`src/rtl/dht_pkg.sv`:
```
`default_nettype none
// ============================================================================
// Module      : dht_pkg
// Description : Shared types and constants for the DHT11 read scheduler.
// Revision    : 1.0 - initial release
// ============================================================================
package dht_pkg;

  // Scheduler FSM encoding
  typedef enum logic [1:0] {
    S_IDLE  = 2'd0,
    S_START = 2'd1,
    S_WAIT  = 2'd2,
    S_RESP  = 2'd3
  } dht_state_e;

  // {hum_int, hum_dec, temp_int, temp_dec}
  localparam int DHT_DATA_W = 32;

  // 2 s between sensor reads at 50 MHz
  localparam int DHT_MIN_GAP_CYC_DFLT = 100_000_000;
  // 100 ms ceiling on a single read at 50 MHz
  localparam int DHT_TIMEOUT_CYC_DFLT = 5_000_000;

endpackage
`default_nettype wire

```
`src/rtl/dht_gap_timer.sv`:
```
`default_nettype none
// ============================================================================
// Module      : dht_gap_timer
// Description : Saturating up-counter that flags when the minimum spacing
//               between sensor reads has elapsed.
// Revision    : 1.0 - initial release
// ============================================================================
module dht_gap_timer #(
  parameter int MAX_CYC = 100
) (
  input  logic clk,
  input  logic rst_n,
  input  logic clr,
  input  logic en,
  output logic sat
);

  localparam int             W       = $clog2(MAX_CYC + 1);
  localparam logic [W-1:0]   MAX_VAL = W'(MAX_CYC);

  logic [W-1:0] cnt_q, cnt_d;

  // Clear wins over counting; counting stops once the ceiling is reached
  always_comb begin
    cnt_d = cnt_q;
    if (clr) begin
      cnt_d = '0;
    end else if (en && (cnt_q != MAX_VAL)) begin
      cnt_d = cnt_q + 1'b1;
    end
  end

  // Counter register; reset starts the sensor power-on wait
  always_ff @(posedge clk) begin
    if (!rst_n) begin
      cnt_q <= '0;
    end else begin
      cnt_q <= cnt_d;
    end
  end

  assign sat = (cnt_q == MAX_VAL);

endmodule
`default_nettype wire

```
`src/rtl/dht_read_scheduler.sv`:
```
`default_nettype none
// ============================================================================
// Module      : dht_read_scheduler
// Description : Arbitrates several requesters onto one DHT11 reader. Reads
//               are spaced by MIN_GAP_CYC, bounded by TIMEOUT_CYC, and every
//               requester pending when a read finishes is answered by it.
//               Optional macro DHT_CACHE_EN: requests arriving while the gap
//               has not elapsed are answered from the last good read.
// Revision    : 1.0 - initial release
// ============================================================================
module dht_read_scheduler
  import dht_pkg::*;
#(
  parameter int NUM_REQ     = 2,
  parameter int MIN_GAP_CYC = DHT_MIN_GAP_CYC_DFLT,
  parameter int TIMEOUT_CYC = DHT_TIMEOUT_CYC_DFLT
) (
  input  logic                  clk,
  input  logic                  rst_n,
  input  logic [NUM_REQ-1:0]    req,
  output logic [NUM_REQ-1:0]    ack,
  output logic [DHT_DATA_W-1:0] rsp_data,
  output logic                  rsp_err,
  output logic                  rsp_cached,
  output logic                  rd_start,
  input  logic                  rd_busy,
  input  logic                  rd_done,
  input  logic                  rd_err,
  input  logic [DHT_DATA_W-1:0] rd_data
);

  localparam int              TO_W   = $clog2(TIMEOUT_CYC + 1);
  localparam logic [TO_W-1:0] TO_MAX = TO_W'(TIMEOUT_CYC);

  dht_state_e            state_q, state_d;
  logic [TO_W-1:0]       to_cnt_q, to_cnt_d;
  // rsp_data doubles as the cache: it always holds the last captured read
  logic [DHT_DATA_W-1:0] rsp_data_q, rsp_data_d;
  logic                  rsp_err_q, rsp_err_d;
  logic                  gap_ok;
  logic                  gap_clr;
  logic                  gap_en;
`ifdef DHT_CACHE_EN
  logic                  cache_valid_q, cache_valid_d;
  logic                  rsp_cached_q, rsp_cached_d;
`endif

  // The sensor spacing only advances while no read is outstanding
  assign gap_en = (state_q != S_WAIT);

  dht_gap_timer #(
    .MAX_CYC (MIN_GAP_CYC)
  ) u_gap_timer (
    .clk   (clk),
    .rst_n (rst_n),
    .clr   (gap_clr),
    .en    (gap_en),
    .sat   (gap_ok)
  );

  // Next-state, timeout counting and response capture
  always_comb begin
    state_d       = state_q;
    to_cnt_d      = '0;
    rsp_data_d    = rsp_data_q;
    rsp_err_d     = rsp_err_q;
    gap_clr       = 1'b0;
`ifdef DHT_CACHE_EN
    cache_valid_d = cache_valid_q;
    rsp_cached_d  = rsp_cached_q;
`endif
    case (state_q)
      S_IDLE: begin
        if ((|req) && gap_ok && !rd_busy) begin
          state_d = S_START;
`ifdef DHT_CACHE_EN
        end else if ((|req) && !gap_ok && cache_valid_q) begin
          state_d      = S_RESP;
          rsp_err_d    = 1'b0;
          rsp_cached_d = 1'b1;
`endif
        end
      end
      S_START: begin
        state_d = S_WAIT;
      end
      S_WAIT: begin
        // A completed read beats a timeout expiring in the same cycle
        if (rd_done) begin
          rsp_data_d    = rd_data;
          rsp_err_d     = rd_err;
          gap_clr       = 1'b1;
          state_d       = S_RESP;
`ifdef DHT_CACHE_EN
          cache_valid_d = !rd_err;
          rsp_cached_d  = 1'b0;
`endif
        end else if (to_cnt_q == TO_MAX) begin
          rsp_err_d     = 1'b1;
          gap_clr       = 1'b1;
          state_d       = S_RESP;
`ifdef DHT_CACHE_EN
          rsp_cached_d  = 1'b0;
`endif
        end else begin
          to_cnt_d = to_cnt_q + 1'b1;
        end
      end
      S_RESP: begin
        state_d = S_IDLE;
      end
      default: begin
        state_d = S_IDLE;
      end
    endcase
  end

  // State and response registers
  always_ff @(posedge clk) begin
    if (!rst_n) begin
      state_q       <= S_IDLE;
      to_cnt_q      <= '0;
      rsp_data_q    <= '0;
      rsp_err_q     <= 1'b0;
`ifdef DHT_CACHE_EN
      cache_valid_q <= 1'b0;
      rsp_cached_q  <= 1'b0;
`endif
    end else begin
      state_q       <= state_d;
      to_cnt_q      <= to_cnt_d;
      rsp_data_q    <= rsp_data_d;
      rsp_err_q     <= rsp_err_d;
`ifdef DHT_CACHE_EN
      cache_valid_q <= cache_valid_d;
      rsp_cached_q  <= rsp_cached_d;
`endif
    end
  end

  // Only requesters still asserting in the response cycle are acknowledged
  assign ack      = (state_q == S_RESP) ? req : '0;
  assign rd_start = (state_q == S_START);
  assign rsp_data = rsp_data_q;
  assign rsp_err  = rsp_err_q;
`ifdef DHT_CACHE_EN
  assign rsp_cached = rsp_cached_q;
`else
  assign rsp_cached = 1'b0;
`endif

endmodule
`default_nettype wire

```
`config.mk`:
```
export PLATFORM = sky130hd
export DESIGN_NAME = dht_read_scheduler
export DESIGN_NICKNAME = d
export VERILOG_FILES = /design/src/rtl/dht_pkg.sv /design/src/rtl/dht_gap_timer.sv /design/src/rtl/dht_read_scheduler.sv
export SDC_FILE = /design/constraint.sdc
export NUM_CORES = 1
export LEC_CHECK = 0
export BUFFER_PORTS_ARGS = -buffer_cell sky130_fd_sc_hd__buf_4
export CAP_MARGIN = 20
export CORE_UTILIZATION = 49
export DETAILED_ROUTE_END_ITERATION = 7
export GPL_TIMING_DRIVEN = 0
export PLACE_DENSITY = 0.8
export SLEW_MARGIN = 20
export SYNTH_ARGS = -nofsm -noshare
export SYNTH_HDL_FRONTEND = slang
export SYNTH_SLANG_ARGS = --single-unit
```
`constraint.sdc`:
```
create_clock -name clk -period 2 [get_ports clk]
set_input_delay 0.4 -clock clk [delete_from_list [all_inputs] [get_ports clk]]
set_output_delay 0.4 -clock clk [all_outputs]
set_load 0.005 [all_outputs]
```
==> results_dict.tcl, run 1 <==
set metrics [dict create \
    status "completed" \
    hold_path.class "in -> reg" \
    start_util 0.513 \
    grt_util_all_layers 0.217 \
    synthArstFlopShare 0 \
    instances_no_fill 636 \
    clk_latency_ps 350 \
    grt_max_degree 16 \
    fin_skew_ps 8.27 \
    powerDensity_mw_per_mm2 679 \
    dp.cells 618 \
    drt_iter0_markers 155 \
    drtAntennaViolNets 0 \
    grt-ovfl-total 0 \
    avgSynthCellArea_sq_um 8.47 \
    netlist_area_sq_mm 0.00378 \
    hold_viol_final 0 \
    path_buf_inv 1 \
    nets 580 \
    finalInstanceArea_sq_mm 0.00478 \
    die_area_sq_mm 0.00807 \
    ys_ff_latch 85 \
    io_pins 76 \
    place_area_sq_mm 0.00445 \
    clk_pin_slew_ps 90 \
    irDropWorstVdd_uv 485 \
    synth_cell_types 36 \
    nFillCells 619 \
    routabilityCongestion 0.829 \
    num_vias 3252 \
    ys_warn_count 0 \
    yosysSeqAreaShare 0.450 \
    drc 0 \
    viasPerCell 5.11 \
    clock.fmax_mhz 524 \
    core_sq_mm 0.00737 \
    dpl_worst_slack_ps -68.1 \
    tns_ps 0 \
    p_leak_nw 1.69 \
    path_cells "or4_1 -> nor4_4 -> a31oi_4 -> o21ai_4 -> buf_6 -> nor2_1" \
    drt_pre_antenna_iters 4 \
    core.rowCount 31 \
    clock_path_buffers 2 \
    crit_path_start_kind "flop" \
    syn_inst 446 \
    synth-edff-count 0 \
    post-dp-hpwl_mm 5.89 \
    yosysTopAreaCellShare 0.450 \
    cts_tree "done" \
    grt_pass1_vias 3069 \
    rsz0062_at_grt "false" \
    ctsHoldBuffers 0 \
    setup_ws_ps 90.2 \
    period_share 0.955 \
    multi_input_area_sq_mm 0.00202 \
    die_w_um 89.8 \
    slew_headroom 0.611 \
    cp.required_ps 2240 \
    antenna_found_initial 0 \
    crit_type "reg -> reg" \
    cp.arrival_ps 2150 \
    die_h_um 89.8 \
    min_period_ps 1910 \
    cap_violations 0 \
    grt_first_pass_wirelength_mm 14.2 \
    final_util 0.648 \
    slew_violations 0 \
    post_drt_wl_per_cell_um 13.1 \
    synthTopCellsByArea "dfxtp_1 45%, nand2_1 8.6%, xnor2_1 8.6%" \
    yosysTopAreaCell "dfxtp_1" \
    clock-sinks 85 \
    routed_wl_mm 8.36 \
    n_antenna_cell 0 \
    dominantRegCellSynth "dfxtp_1" \
    cp_max_fo 10 \
    endpoint_kind "flop" \
    slowest_delay_ps 590 \
    slowest_stage "or4_1" \
    htreeDepth 3 \
    syn_nets 494 \
    io_buffers 73 \
    register_area_sq_mm 0.00171 \
    setup_violations 0 \
    area_delta_synth_final_pct 26.4 \
    drive_gt1_frac 0.223 \
    r2r_slack_ps 90 \
    root_buffer "clkbuf_8" \
    cts_buffers 9 \
    worstMarginPinSlew_ps 579 \
    critical_path.top_delay_family "simple AND/OR/NAND/NOR gates" \
]
==> final cells by class <==
cell class,count,share of cell area
Inverter,14,0.0110
Clock buffer,10,0.0288
Buffer,19,0.0215
Tap cell,99,0.0259
Sequential cell,85,0.357
Timing Repair Buffer,75,0.118
Clock inverter,6,0.0147
Multi-Input combinational cell,328,0.423
==> cells in the mapped netlist (7+ instances only) <==
cell and n:
dfxtp_1 85, ha_1 9, a21boi_0 32, nor2_1 62, nand3_1 17, nand2_1 87
nor4_1 12, xor2_1 10, nor3_1 14, clkbuf_1 14, and4_1 7, xnor2_1 37
nand4_1 10, inv_1 14
==> power by group <==
group          switching [mW]  internal [mW]
Sequential             0.0267           1.72
Combinational           0.115          0.136
Clock                   0.626          0.622
==> sequential cells by signal (all words and copies together) (netlist names) <==
signal	cells
rsp_err	1
rsp_data	32
to_cnt_q	23
u_gap_timer.cnt_q	27
state_q	2
==> through the flow <==
| stage | hold WS [ps] | total power [mW] |
|---|---|---|
| 2_1_floorplan | 425 | 1.90 |
| 3_3_place_gp | 436 | 2.01 |
| 3_5_place_dp | 456 | 2.02 |
| 4_1_cts | 285 | 3.25 |
| 5_1_grt | 291 | 3.37 |
| 6_report | 297 | 3.24 |
==> worst reg2reg max path, cell delays in order (launching register included) <==
cell,delay [ps]
dfxtp_1,360
or4_1,590
nor4_4,200
a31oi_4,190
o21ai_4,240
buf_6,170
nor2_1,50
==> layout by cell type (no fill, tap or decap), types with 2 or more instances in the layout <==
master and count:
nand2_1 87, dfxtp_1 82, buf_4 78, nor2_1 62, xnor2_1 37, a21boi_0 32, nand3_1 16, inv_1 14
nor3_1 14, clkbuf_1 10, nand4_1 10, xor2_1 10, clkbuf_8 10, ha_1 8, and4_1 7, nor4_1 7
and2_1 4, clkbuf_2 4, nor4_2 4, and3_1 3, dfxtp_2 3, nor4_4 2, nor4b_1 2, buf_6 2
nor2b_1 2, nor4bb_2 2, o21ai_0 2, mux2i_1 2, clkinv_4 2, inv_6 2
==> logic make-up (layout without fill, tap and decap cells) <==
logic type,Yosys count,after routing,share of synthesized area
DFF,85,85,0.450
and+or+nand+nor,229,229,0.283
AOI/OAI and AO/OA,40,40,0.0821
muxes,2,2,0.00530
xor gates and xnor gates,47,47,0.109
buffers and inverters,33,124,0.0397
other,1,1,0.000992
adders and majority gates,9,9,0.0298
==> final timing paths <==
check	startpoint	endpoint	cells past startpoint
worst min-delay path	rd_data[29]	rsp_data[29]	3
worst max-delay path	to_cnt_q[7]	u_gap_timer.cnt_q[14]	6
worst min register to register	to_cnt_q[0]	to_cnt_q[0]	1
worst max register to register	to_cnt_q[7]	u_gap_timer.cnt_q[14]	6
==> layer usage <==
layer  routed length (um)  global-route usage  part of all wire  vias to the layer above
met1                 3750               0.262              0.45                     1530
met5                    0                   0                 0                        -
met4                   56              0.0587            0.0067                        0
met2                 4200               0.372              0.50                       59
li1                     -                   -                 -                     1657
met3                  352              0.0668             0.042                        6
==> timing repair <==
| item | CTS | global route |
|---|---|---|
| gates resized for setup | 7 | 18 |
| hold endpoints to repair | 0 | 0 |
| pin swaps | 2 | 5 |
| setup endpoints to repair | 64 | 79 |
| setup buffers | 2 | 0 |
Power figures use the tool's default switching activity.
==> run 2: changes to the inputs <==
CTS_CLUSTER_SIZE = 20   (was default)
PLACE_DENSITY = 0.75   (was 0.8)
==> run 2 against run 1 <==
Against the previous run:
- final area increased by 2.1%
- fmax decreased by 2.7%
- sequential share of layout area down 0.61 points
- global-route usage rose by 0.53 points
- critical path depth rose by 1
- combinational power is 10% higher
- total power decreased by 2.4%
- critical path type unchanged
- non-clock buffer count is 7 higher
- sequential cell count unchanged
==> results_dict.tcl, run 2 (synthesis results as in run 1) <==
set metrics [dict create \
    n_antenna_cell 0 \
    clk_pin_slew_ps 100 \
    cap_violations 0 \
    drt_pre_antenna_iters 4 \
    dpl_worst_slack_ps -83.8 \
    final_common_cell "nand2_1" \
    slowest_delay_ps 560 \
    nets 587 \
    mostFrequentLayoutCells "87 x nand2_1, 82 x buf_4, 79 x dfxtp_1" \
    clock-sinks 85 \
    root_buffer "clkbuf_8" \
    clk_latency_ps 360 \
    io_buffers 73 \
    crit_path_start_kind "flop" \
    cp-startpoint "to_cnt_q[5]" \
    slowest_stage "or4_4" \
    post-dp-hpwl_mm 6.25 \
    slew_headroom 0.617 \
    cp.arrival_ps 2220 \
    grt_max_degree 18 \
    min_path_cells 3 \
    start_util 0.513 \
    worstMarginPinSlew_ps 569 \
    routabilityCongestion 0.792 \
    num_vias 3316 \
    cts_buffers 9 \
    place_area_sq_mm 0.00445 \
    clock.fmax_mhz 509 \
    path_cells "or4_4 -> nor4_4 -> a31oi_4 -> o21ai_4 -> buf_12 -> buf_6 -> nor2_2" \
    core_sq_mm 0.00737 \
    routed_wl_mm 8.79 \
    crit_type "reg -> reg" \
    setup_ws_ps 37.0 \
    hold_start "rd_data[26]" \
    area_delta_synth_final_pct 29.1 \
    cp_max_fo 7 \
    dp.cells 618 \
    reg2regPathDepth 7 \
    viasPerCell 5.16 \
    p_leak_nw 1.74 \
    cts_tree "done" \
    cp.required_ps 2260 \
    die_area_sq_mm 0.00807 \
    powerDensity_mw_per_mm2 649 \
    endpoint_kind "flop" \
    drc 0 \
    die_h_um 89.8 \
    final_util 0.662 \
    grt-ovfl-total 0 \
    io_pins 76 \
    slew_violations 0 \
    ctsHoldBuffers 0 \
    drt_iter0_markers 145 \
    htreeDepth 3 \
    rsz0062_at_grt "true" \
    p_total_mw 3.16 \
    core.rowCount 31 \
    grt_util_all_layers 0.222 \
    r2r_start "to_cnt_q[5]" \
    status "completed" \
    clock_path_buffers 2 \
    post_drt_wl_per_cell_um 13.7 \
    drtAntennaViolNets 0 \
    hold_viol_final 0 \
    period_share 0.981 \
    antenna_found_initial 0 \
    setup_violations 0 \
    finalInstanceArea_sq_mm 0.00488 \
    fin_skew_ps 11.9 \
    min_period_ps 1960 \
    irDropWorstVdd_uv 391 \
    largest_reg_flops 32 \
    die_w_um 89.8 \
    hold_path.class "in -> reg" \
    drive_gt1_frac 0.252 \
    grt_first_pass_wirelength_mm 14.6 \
    grt_pass1_vias 3143 \
    instances_no_fill 643 \
]
run 2: cell types whose count changed in the layout (fill, tap and decap cells not counted), sizes merged:
cell,delta
bufinv,-1
clkbuf,-1
clkinvlp,+1
inv,+3
buf,+7
clkinv,-2
run 2: timing repair:
item                       in CTS  in global routing
setup endpoints to repair      70                 68
gates cloned                    1                  1
setup buffers                   3                  4
pin swaps                       3                 12
resized for setup              10                 36
run 2: final cells by class:
cell class	instances	area, sq um
Clock inverter	7	62.6
Sequential cell	85	1710
Tap cell	99	124
Clock buffer	9	124
Buffer	19	104
Inverter	14	52.6
Multi-Input combinational cell	328	2060
Fill cell	635	2490
Timing Repair Buffer	82	636
run 2: worst max-delay path, delay by kind of cell (launching register included):
| kind | cells | cell delay, ps |
|---|---|---|
| buffers and inverters | 2 | 280 |
| and+or+nand+nor | 3 | 890 |
| AOI/OAI and AO/OA | 2 | 350 |
| DFF | 1 | 340 |
run 2: path summary, 6_finish.rpt:
kind                                 to  slack (ps)
setup reg to reg  u_gap_timer.cnt_q[13]          40
setup / recovery  u_gap_timer.cnt_q[13]          40
hold / removal             rsp_data[26]         290
hold reg to reg             rsp_data[9]         470
run 2: report_power, final:
group | internal [mW] | total, mW | switching [mW]
Clock | 0.479 | 1.14 | 0.665
Combinational | 0.153 | 0.276 | 0.123
Sequential | 1.72 | 1.74 | 0.0283
run 2: stage by stage:
step                setup TNS (ps)  hold WS (ps)
global route                 -73.4           272
detailed placement           -2230           458
floorplan                        0           425
global placement             -1260           439
finish                           0           287
CTS                              0           270
run 2: metal layers:
metal,GRT usage,part of all wire,up-vias
met5,0,0,-
met4,0.0642,0.016,0
met3,0.0685,0.040,16
met2,0.390,0.51,69
met1,0.259,0.43,1560
li1,-,-,1671
